`config.mk`:
```
export PLATFORM = sky130hd
export DESIGN_NAME = cmp_arbiter
export DESIGN_NICKNAME = d
export VERILOG_FILES = /design/src/rtl/cmp_arbiter.sv
export SDC_FILE = /design/constraint.sdc
export NUM_CORES = 1
export LEC_CHECK = 0
export ABC_AREA = 0
export CAP_MARGIN = 10
export CORE_MARGIN = 2
export CORE_UTILIZATION = 30
export DETAILED_ROUTE_END_ITERATION = 10
export SLEW_MARGIN = 5
export SYNTH_ARGS = -nofsm -noshare
export SYNTH_HDL_FRONTEND = slang
export SYNTH_SLANG_ARGS = --single-unit
```
`constraint.sdc`:
```
create_clock -name clk -period 4.05 [get_ports clk]
set_input_delay 0.6075 -clock clk [delete_from_list [all_inputs] [get_ports clk]]
set_output_delay 0.6075 -clock clk [all_outputs]
set_load 0.02 [all_outputs]
```
`src/rtl/cmp_arbiter.sv`:
```
// Shared comparator datapath arbitrated among NUM_REQ requesters.
// Operands are latched on grant, compared in CMP, and the result is held in RESP until consumed.
module cmp_arbiter #(
    parameter int unsigned NUM_REQ = 2,
    parameter int unsigned XLEN    = 32,
    parameter bit          RR_EN   = 1'b1
) (
    input  logic                    clk,
    input  logic                    rst_n,
    input  logic [NUM_REQ-1:0]      req_valid,
    output logic [NUM_REQ-1:0]      req_ready,
    input  logic [NUM_REQ*XLEN-1:0] req_a,
    input  logic [NUM_REQ*XLEN-1:0] req_b,
    input  logic [NUM_REQ*3-1:0]    req_op,
    output logic [NUM_REQ-1:0]      rsp_valid,
    input  logic [NUM_REQ-1:0]      rsp_ready,
    output logic                    rsp_result,
    output logic [4:0]              rsp_flags,
    output logic                    busy
);

    localparam int unsigned IdW = $clog2(NUM_REQ);

    typedef enum logic [1:0] {StIdle, StCmp, StResp} state_e;

    state_e          state_q, state_d;
    logic [XLEN-1:0] a_q, b_q;
    logic [2:0]      op_q;
    logic [IdW-1:0]  id_q, last_q;
    logic            result_q;
    logic [4:0]      flags_q;

    logic            found;
    logic [IdW-1:0]  win, cand;
    int unsigned     idx;

    // Winner scan: rotate the start point past the last grant when round-robin is enabled.
    always_comb begin
        found = 1'b0;
        win   = '0;
        cand  = '0;
        idx   = 0;
        for (int unsigned i = 0; i < NUM_REQ; i++) begin
            if (RR_EN) idx = (32'(last_q) + 1 + i) % NUM_REQ;
            else       idx = i;
            cand = IdW'(idx);
            if (!found && req_valid[cand]) begin
                found = 1'b1;
                win   = cand;
            end
        end
    end

    logic eq, lt_s, gt_s, lt_u, gt_u, res_d;

    always_comb begin
        eq   = (a_q == b_q);
        lt_s = ($signed(a_q) < $signed(b_q));
        gt_s = ($signed(a_q) > $signed(b_q));
        lt_u = (a_q < b_q);
        gt_u = (a_q > b_q);
        res_d = 1'b0;
        unique case (op_q)
            3'b000: res_d = eq;
            3'b001: res_d = !eq;
            3'b010: res_d = lt_s;
            3'b011: res_d = lt_u;
            3'b100: res_d = lt_s;
            3'b101: res_d = !lt_s;
            3'b110: res_d = lt_u;
            3'b111: res_d = !lt_u;
            default: res_d = 1'b0;
        endcase
    end

    always_comb begin
        state_d   = state_q;
        req_ready = '0;
        rsp_valid = '0;
        unique case (state_q)
            StIdle: begin
                if (found) begin
                    req_ready[win] = 1'b1;
                    state_d        = StCmp;
                end
            end
            StCmp: state_d = StResp;
            StResp: begin
                rsp_valid[id_q] = 1'b1;
                if (rsp_ready[id_q]) state_d = StIdle;
            end
            default: state_d = StIdle;
        endcase
    end

    assign busy       = (state_q != StIdle);
    assign rsp_result = result_q;
    assign rsp_flags  = flags_q;

    always_ff @(posedge clk or negedge rst_n) begin
        if (!rst_n) begin
            state_q  <= StIdle;
            a_q      <= '0;
            b_q      <= '0;
            op_q     <= '0;
            id_q     <= '0;
            last_q   <= IdW'(NUM_REQ - 1);
            result_q <= 1'b0;
            flags_q  <= '0;
        end else begin
            state_q <= state_d;
            if (state_q == StIdle && found) begin
                a_q    <= req_a[32'(win) * XLEN +: XLEN];
                b_q    <= req_b[32'(win) * XLEN +: XLEN];
                op_q   <= req_op[32'(win) * 3 +: 3];
                id_q   <= win;
                last_q <= win;
            end
            if (state_q == StCmp) begin
                result_q <= res_d;
                flags_q  <= {eq, lt_s, gt_s, lt_u, gt_u};
            end
        end
    end

endmodule

```
======== Yosys cells after proc, flatten, opt, wreduce, memory -nomap -nowiden ========
Index checks and enable logic that the tools add are counted.
word-level totals
  register bits after elaboration ......... 77
  output and inout bits ................... 11
  word-level logic and storage cells ...... 71
cells by class
  $add $sub $neg .......................... 2
  multipliers ............................. 1
  magnitude comparators ................... 10
  equality and inequality tests ........... 12
  shift-type cells ........................ 3
  mux-type cells .......................... 21
  reductions and logical operators ........ 14
operators with widths
  cell                                                                          count
  64-bit by 7-bit variable part select with 32-bit output                       2
  32-bit > comparator                                                           2
  32-bit less-than comparator                                                   2
  32-bit == test                                                                1
  3-bit == test, second input constant                                          4
  1-bit two-way mux                                                             12
  2-bit two-way mux                                                             5
  1-bit by 2-bit less-than comparator with 1-bit output, second input constant  4
  3-bit by 2-bit == test with 1-bit output, second input constant               2
  1-bit one-hot mux with 6 select lines                                         1
  2-bit one-hot mux with 3 select lines                                         1
  6-bit by 4-bit variable part select with 3-bit output                         1
  1-bit logical AND                                                             4
  1-bit zero test                                                               4
  2-bit inequality test, second input constant                                  2
  2-bit OR reduction                                                            2
  3-bit by 1-bit == test with 1-bit output, second input constant               1
  3-bit zero test                                                               1
  1-bit by 2-bit multiplier with 3-bit output, second input constant            1
  1-bit adder, second input constant                                            2
  1-bit demux with 1-bit select                                                 2
  2-bit by 1-bit == test with 1-bit output, second input constant               1
  2-bit == test, second input constant                                          1
  1-bit >= comparator, second input constant                                    2
  other kinds (3)                                                               3

======== Depth between registers and ports, before layout ========
  depth after elaboration ................. 13
  mapped depth ............................ 11
  depth with buffers taken out ............ 9

======== Worst setup path after synthesis ========
Ideal clock, no wire load.
  path kind ............................... flip-flop to flip-flop
  start ................................... register a_q[7]
  end ..................................... register flags_q[2], in the netlist rsp_flags[2]
  library setup time ...................... 0.121 ns
  data arrival time ....................... 2.085 ns
  data required time ...................... 3.929 ns
  slack ................................... 1.844 ns
  stages on the path, launching flop included .. 10
  path through ............................ dfrtp_1 ha_1 a21oi_2 o21ai_1 a221o_1 o31a_1 or2_1 buf_6 xnor2_2 a22o_1
between the ends
  word-level cells in the longest chain between the ends .. 1
ends and longest elaborated chain
  what                      RTL line  RTL
  start: declaration        27        logic [XLEN-1:0] a_q, b_q;
  start signal: assignment  113       a_q <= req_a[32'(win) * XLEN +: XLEN];
  32-bit > comparator       59        gt_s = ($signed(a_q) > $signed(b_q));
  end signal: assignment    121       flags_q <= {eq, lt_s, gt_s, lt_u, gt_u};
  end: declaration          31        logic [4:0] flags_q;
No other way between the ends.
A chain may end at the register's enable or synchronous reset.

======== Final worst setup path ========
  start ................................... input req_valid[1]
  end ..................................... output req_ready[0]
between the ends
  word-level cells in the longest chain between the ends .. 12
  elaborated cells between the ends (all ways) .. 17
ends and longest elaborated chain
  what                                                                                                                       RTL line  RTL
  start: declaration                                                                                                         10        input logic [NUM_REQ-1:0] req_valid,
  1-bit two-way mux (not written as such) (2 in a row)                                                                       47        if (!found && req_valid[cand]) begin
  1-bit two-way mux                                                                                                          47
  1-bit zero test                                                                                                            47
  1-bit logical AND                                                                                                          47
  1-bit two-way mux                                                                                                          47
  1-bit by 2-bit less-than comparator with 1-bit output (not written as such) / 1-bit >= comparator (equally long branches)  83        req_ready[win] = 1'b1;
  1-bit logical AND (not written as such)                                                                                    83
  1-bit two-way mux (not written as such)                                                                                    83
  1-bit demux with 1-bit select                                                                                              83
  2-bit two-way mux *                                                                                                        82        if (found) begin
  2-bit two-way mux *                                                                                                        80        unique case (state_q)
  end: declaration                                                                                                           11        output logic [NUM_REQ-1:0] req_ready,
Mark *: on every way between the ends. The rest lies on a longest branch, timed or not. The select of a mux whose other input is x is not followed.

==> results summary <==
The flow ran to the end, and the final reports show no timing, DRC or antenna violations. The post-route core utilization came out at 0.454. The most used flip-flop cell after synthesis is dfrtp_1. The number of maximum-capacitance constraint violations came out at 0. The sum of routed wire length over all layers came out at 11.5 mm. The number of pins exceeding their max-slew limit in the final report came to 0.

The initial antenna violation count is 0. The post-synthesis net count came out at 576. The total of warnings raised by yosys came out at 0. The via count of the first global-routing pass came out at 3854. The met3 usage is 0.0367. The slowest cell on the critical path is clkdlybuf4s50_1. The post-DP HPWL came out at 8.27 mm. The count of final hold-check violations came out at 0. The layer flagged by global routing as most heavily used is met2. The DRC violation count after routing is 0. The cell area after synthesis came out at 0.00411 mm2. The share of post-route cells with drive strength above 1 came out at 0.0586. The final weighted congestion in routability-driven placement is 0.744.

Broken down by cell family, the worst path's largest delay share belongs to buffers and inverters. The fraction of synthesis flops using an asynchronous set or reset pin is 1.00. The mean cell area of the mapped netlist came out at 10.2 um2. The final period utilization is 0.665.

The die covers 0.0147 mm2. Setup repair after global routing left no endpoint under its margin. The peak supply drop came out at 0.216 mV. The number of cells in the design after placement is 706. The worst setup path is of the input port to output pin kind. The number of inserted diodes is 0.

The netlist uses 39 different library cells. Along the worst path, the maximum fanout reaches 3. The data arrival time at the worst-slack endpoint is 2.09 ns. By instance count, the cell type seen most on the critical path is clkdlybuf4s50_1. The post-route minimum period is 2.69 ns. The overall die height came out at 121 um. No sink is reached through more buffers than the 2 on the longest clock path. The count of nets left with antenna violations after detail routing is 0.

The post-route clock skew came out at 0.00333 ns. The worst pin sits at a relative slew slack of 0.348. The transition time at the pin with the least slew margin is 0.979 ns. The number of buffers inserted during clock tree synthesis came out at 9. The pin count of the biggest net entering global routing came out at 78. Counting every instance in the synthesized netlist gives 404. The share of the synthesized area in the top cell type came out at 0.462. The filler-free cell count of the finished design came out at 722. The tightest min-delay check is of the input port to asynchronous set/reset pin type. The endpoint kind of the worst setup timing path is an output pin. The final hold slack is 0.394 ns.

Across every metal layer, demand over resource in global routing totals 0.163. The library cell occupying the most area in the post-synthesis netlist is dfrtp_1. The clock transition at the registers of the reported paths came out at 0.06 ns. The setup TNS after final layout came out at 0 ns.

At the placement stage, the worst setup path has a slack of 1.36 ns. Post-CTS timing repair inserted 0 buffers for setup. The maximum clock rate is 371 MHz. The number of synthesized flops with an enable pin came out at 0. The post-cts repair resize count is 0. The via density per instance came out at 5.09. The total I/O pin count is 151. The analysis attributes to cell leakage a power of 2.93 nW.

The minimum setup slack in the final design is 1.36 ns. The maximum single-stage delay on the critical path is 0.55 ns. The tree is rooted in a clkbuf_16.

The layout overhead on the synthesized area is 46.6%. In the post-synthesis netlist, the biggest area contributors are dfrtp_1, a222oi_1, ha_1, inv_1, clkbuf_1. The number of vias after detailed routing is 3672. The first-pass iteration count of the detailed router came out at 6.

After the first detailed-routing iteration, the DRC count stood at 395. The fraction of the yosys area taken by sequential cells came out at 0.469. The number of buffers and inverters on the critical path is 3. The clock latency at the later pin of the worst-skew pair is 0.33 ns. Setup violations remaining at the end of the flow were counted as 0. The number of sinks on the clock net came out at 77. For this run, the post-layout net count is 713. The fraction of met2 tracks used by global routing is 0.272.

The placeable core region is 0.0133 mm2. For the worst setup path, the data required time is 3.44 ns. The first global-routing pass estimated 18.7 mm of wire. The met1 demand-to-capacity share in global routing came out at 0.208.

For this design, the CTS-stage hold fixing added 0 buffers. The flip-flop and latch count after synthesis came out at 77. STA classifies the critical path startpoint as an input port.

The power per cell area came out at 704 mW/mm2. The standard-cell row count came out at 42. The routed wirelength normalized by instance count is 16.0 um. For this configuration, the core starts out at a cell density of 0.309.

For this run the aggregate overflow at the end of global routing stands at 0. Walking the worst path, the cells encountered are clkdlybuf4s50_1 > inv_1 > o21ai_0 > nor2_4 > clkdlybuf4s50_1. The count of port buffers added during placement is 150. TritonCTS built the clock tree.

The number of H-tree branching levels came out at 3. The chip width is 121 um.
layout make-up:
class                           instances  area, um2
Fill cell                            1247       7270
Sequential cell                        77       1930
Multi-Input combinational cell        194       1680
Timing Repair Buffer                  153       1520
Inverter                              106        398
Clock buffer                           12        256
Tap cell                              176        220
Clock inverter                          4       22.5
metal layers:
layer  part of all wire  vias up
li1                   -     1765
met1               0.44     1761
met2               0.48      134
met3              0.066       12
met4             0.0091        0
met5                  0        -
placed cells by master (no fill, tap or decap), types with 2 or more instances in the layout:
cell type	n
a211oi_1	2
a21oi_2	3
a221o_1	2
o21ai_1	3
buf_4	4
ha_1	32
a222oi_1	67
nor2_1	10
a21o_1	4
nand2b_1	2
nand3_1	3
o211ai_1	2
nor3_1	4
inv_1	106
o31a_1	2
clkbuf_8	2
nand4_1	7
clkdlybuf4s50_1	149
clkbuf_16	9
nand2_1	13
clkinv_2	3
dfrtp_1	76
o21ai_0	7
a21oi_1	13
where the power goes:
part / internal (mW) / leakage, nW / switching, mW
Combinational: 0.940 / 1.84 / 1.14
Clock: 0.445 / 0.138 / 0.302
Sequential: 1.15 / 0.951 / 0.265
synthesized netlist by cell type (2+ instances only):
cell        n
clkbuf_1   21
nor2_1     11
o21ai_1     4
o21ai_0     7
nor3_1      4
nand3_1     3
nand2b_1    2
a222oi_1   67
a21o_1      4
a21oi_1    13
a21oi_2     3
nand2_1    13
dfrtp_1    76
o31a_1      2
buf_1       3
a211oi_1    2
o211ai_1    2
a221o_1     2
ha_1       32
nand4_1     7
inv_1     106
buf_6       3
worst reg2reg max path, cell delays in order, from the launching register on:
cell,delay [ns]
dfrtp_1,0.36
inv_1,0.06
ha_1,0.31
nand4_1,0.20
nor4_1,0.62
nand2_1,0.24
a221o_1,0.34
a21o_1,0.16
o21ai_1,0.14
a21oi_1,0.08
path summary, 6_finish.rpt:
kind / start / to / slack, ns / cells after the start
max in group asynchronous: rst_n / a_q[4] / 2.97 / 1
max: req_valid[1] / req_ready[0] / 1.36 / 5
min: rst_n / id_q / 0.39 / 1
min in group clk: rsp_flags[4] / rsp_flags[4] / 0.49 / 2
min reg2reg: rsp_flags[4] / rsp_flags[4] / 0.49 / 2
max reg2reg: b_q[14] / rsp_result / 1.41 / 9
kinds of logic after synthesis:
kind of cell,count (synthesis),synth area share
muxes,1,0.00274
xor gates and xnor gates,2,0.00609
and+or+nand+nor,48,0.0651
DFF,77,0.469
AOI/OAI and AO/OA,111,0.233
buffers and inverters,133,0.127
adders and majority gates,32,0.0974
through the flow:
| stage | total power [mW] | area, um2 |
|---|---|---|
| after detailed placement | 3.53 | 5750 |
| final | 4.24 | 6030 |
| after global placement | 3.46 | 5750 |
| after CTS | 4.32 | 6030 |
| after floorplan | 2.89 | 4110 |
| after global routing | 4.67 | 6030 |
sequential cells by signal, summed over array words and instances (netlist names):
register and count:
a_q 32, b_q 32, rsp_flags 5, op_q 3, state_q 2, id_q 1
last_q 1, rsp_result 1
No activity file was read; power rests on OpenSTA's default activity.
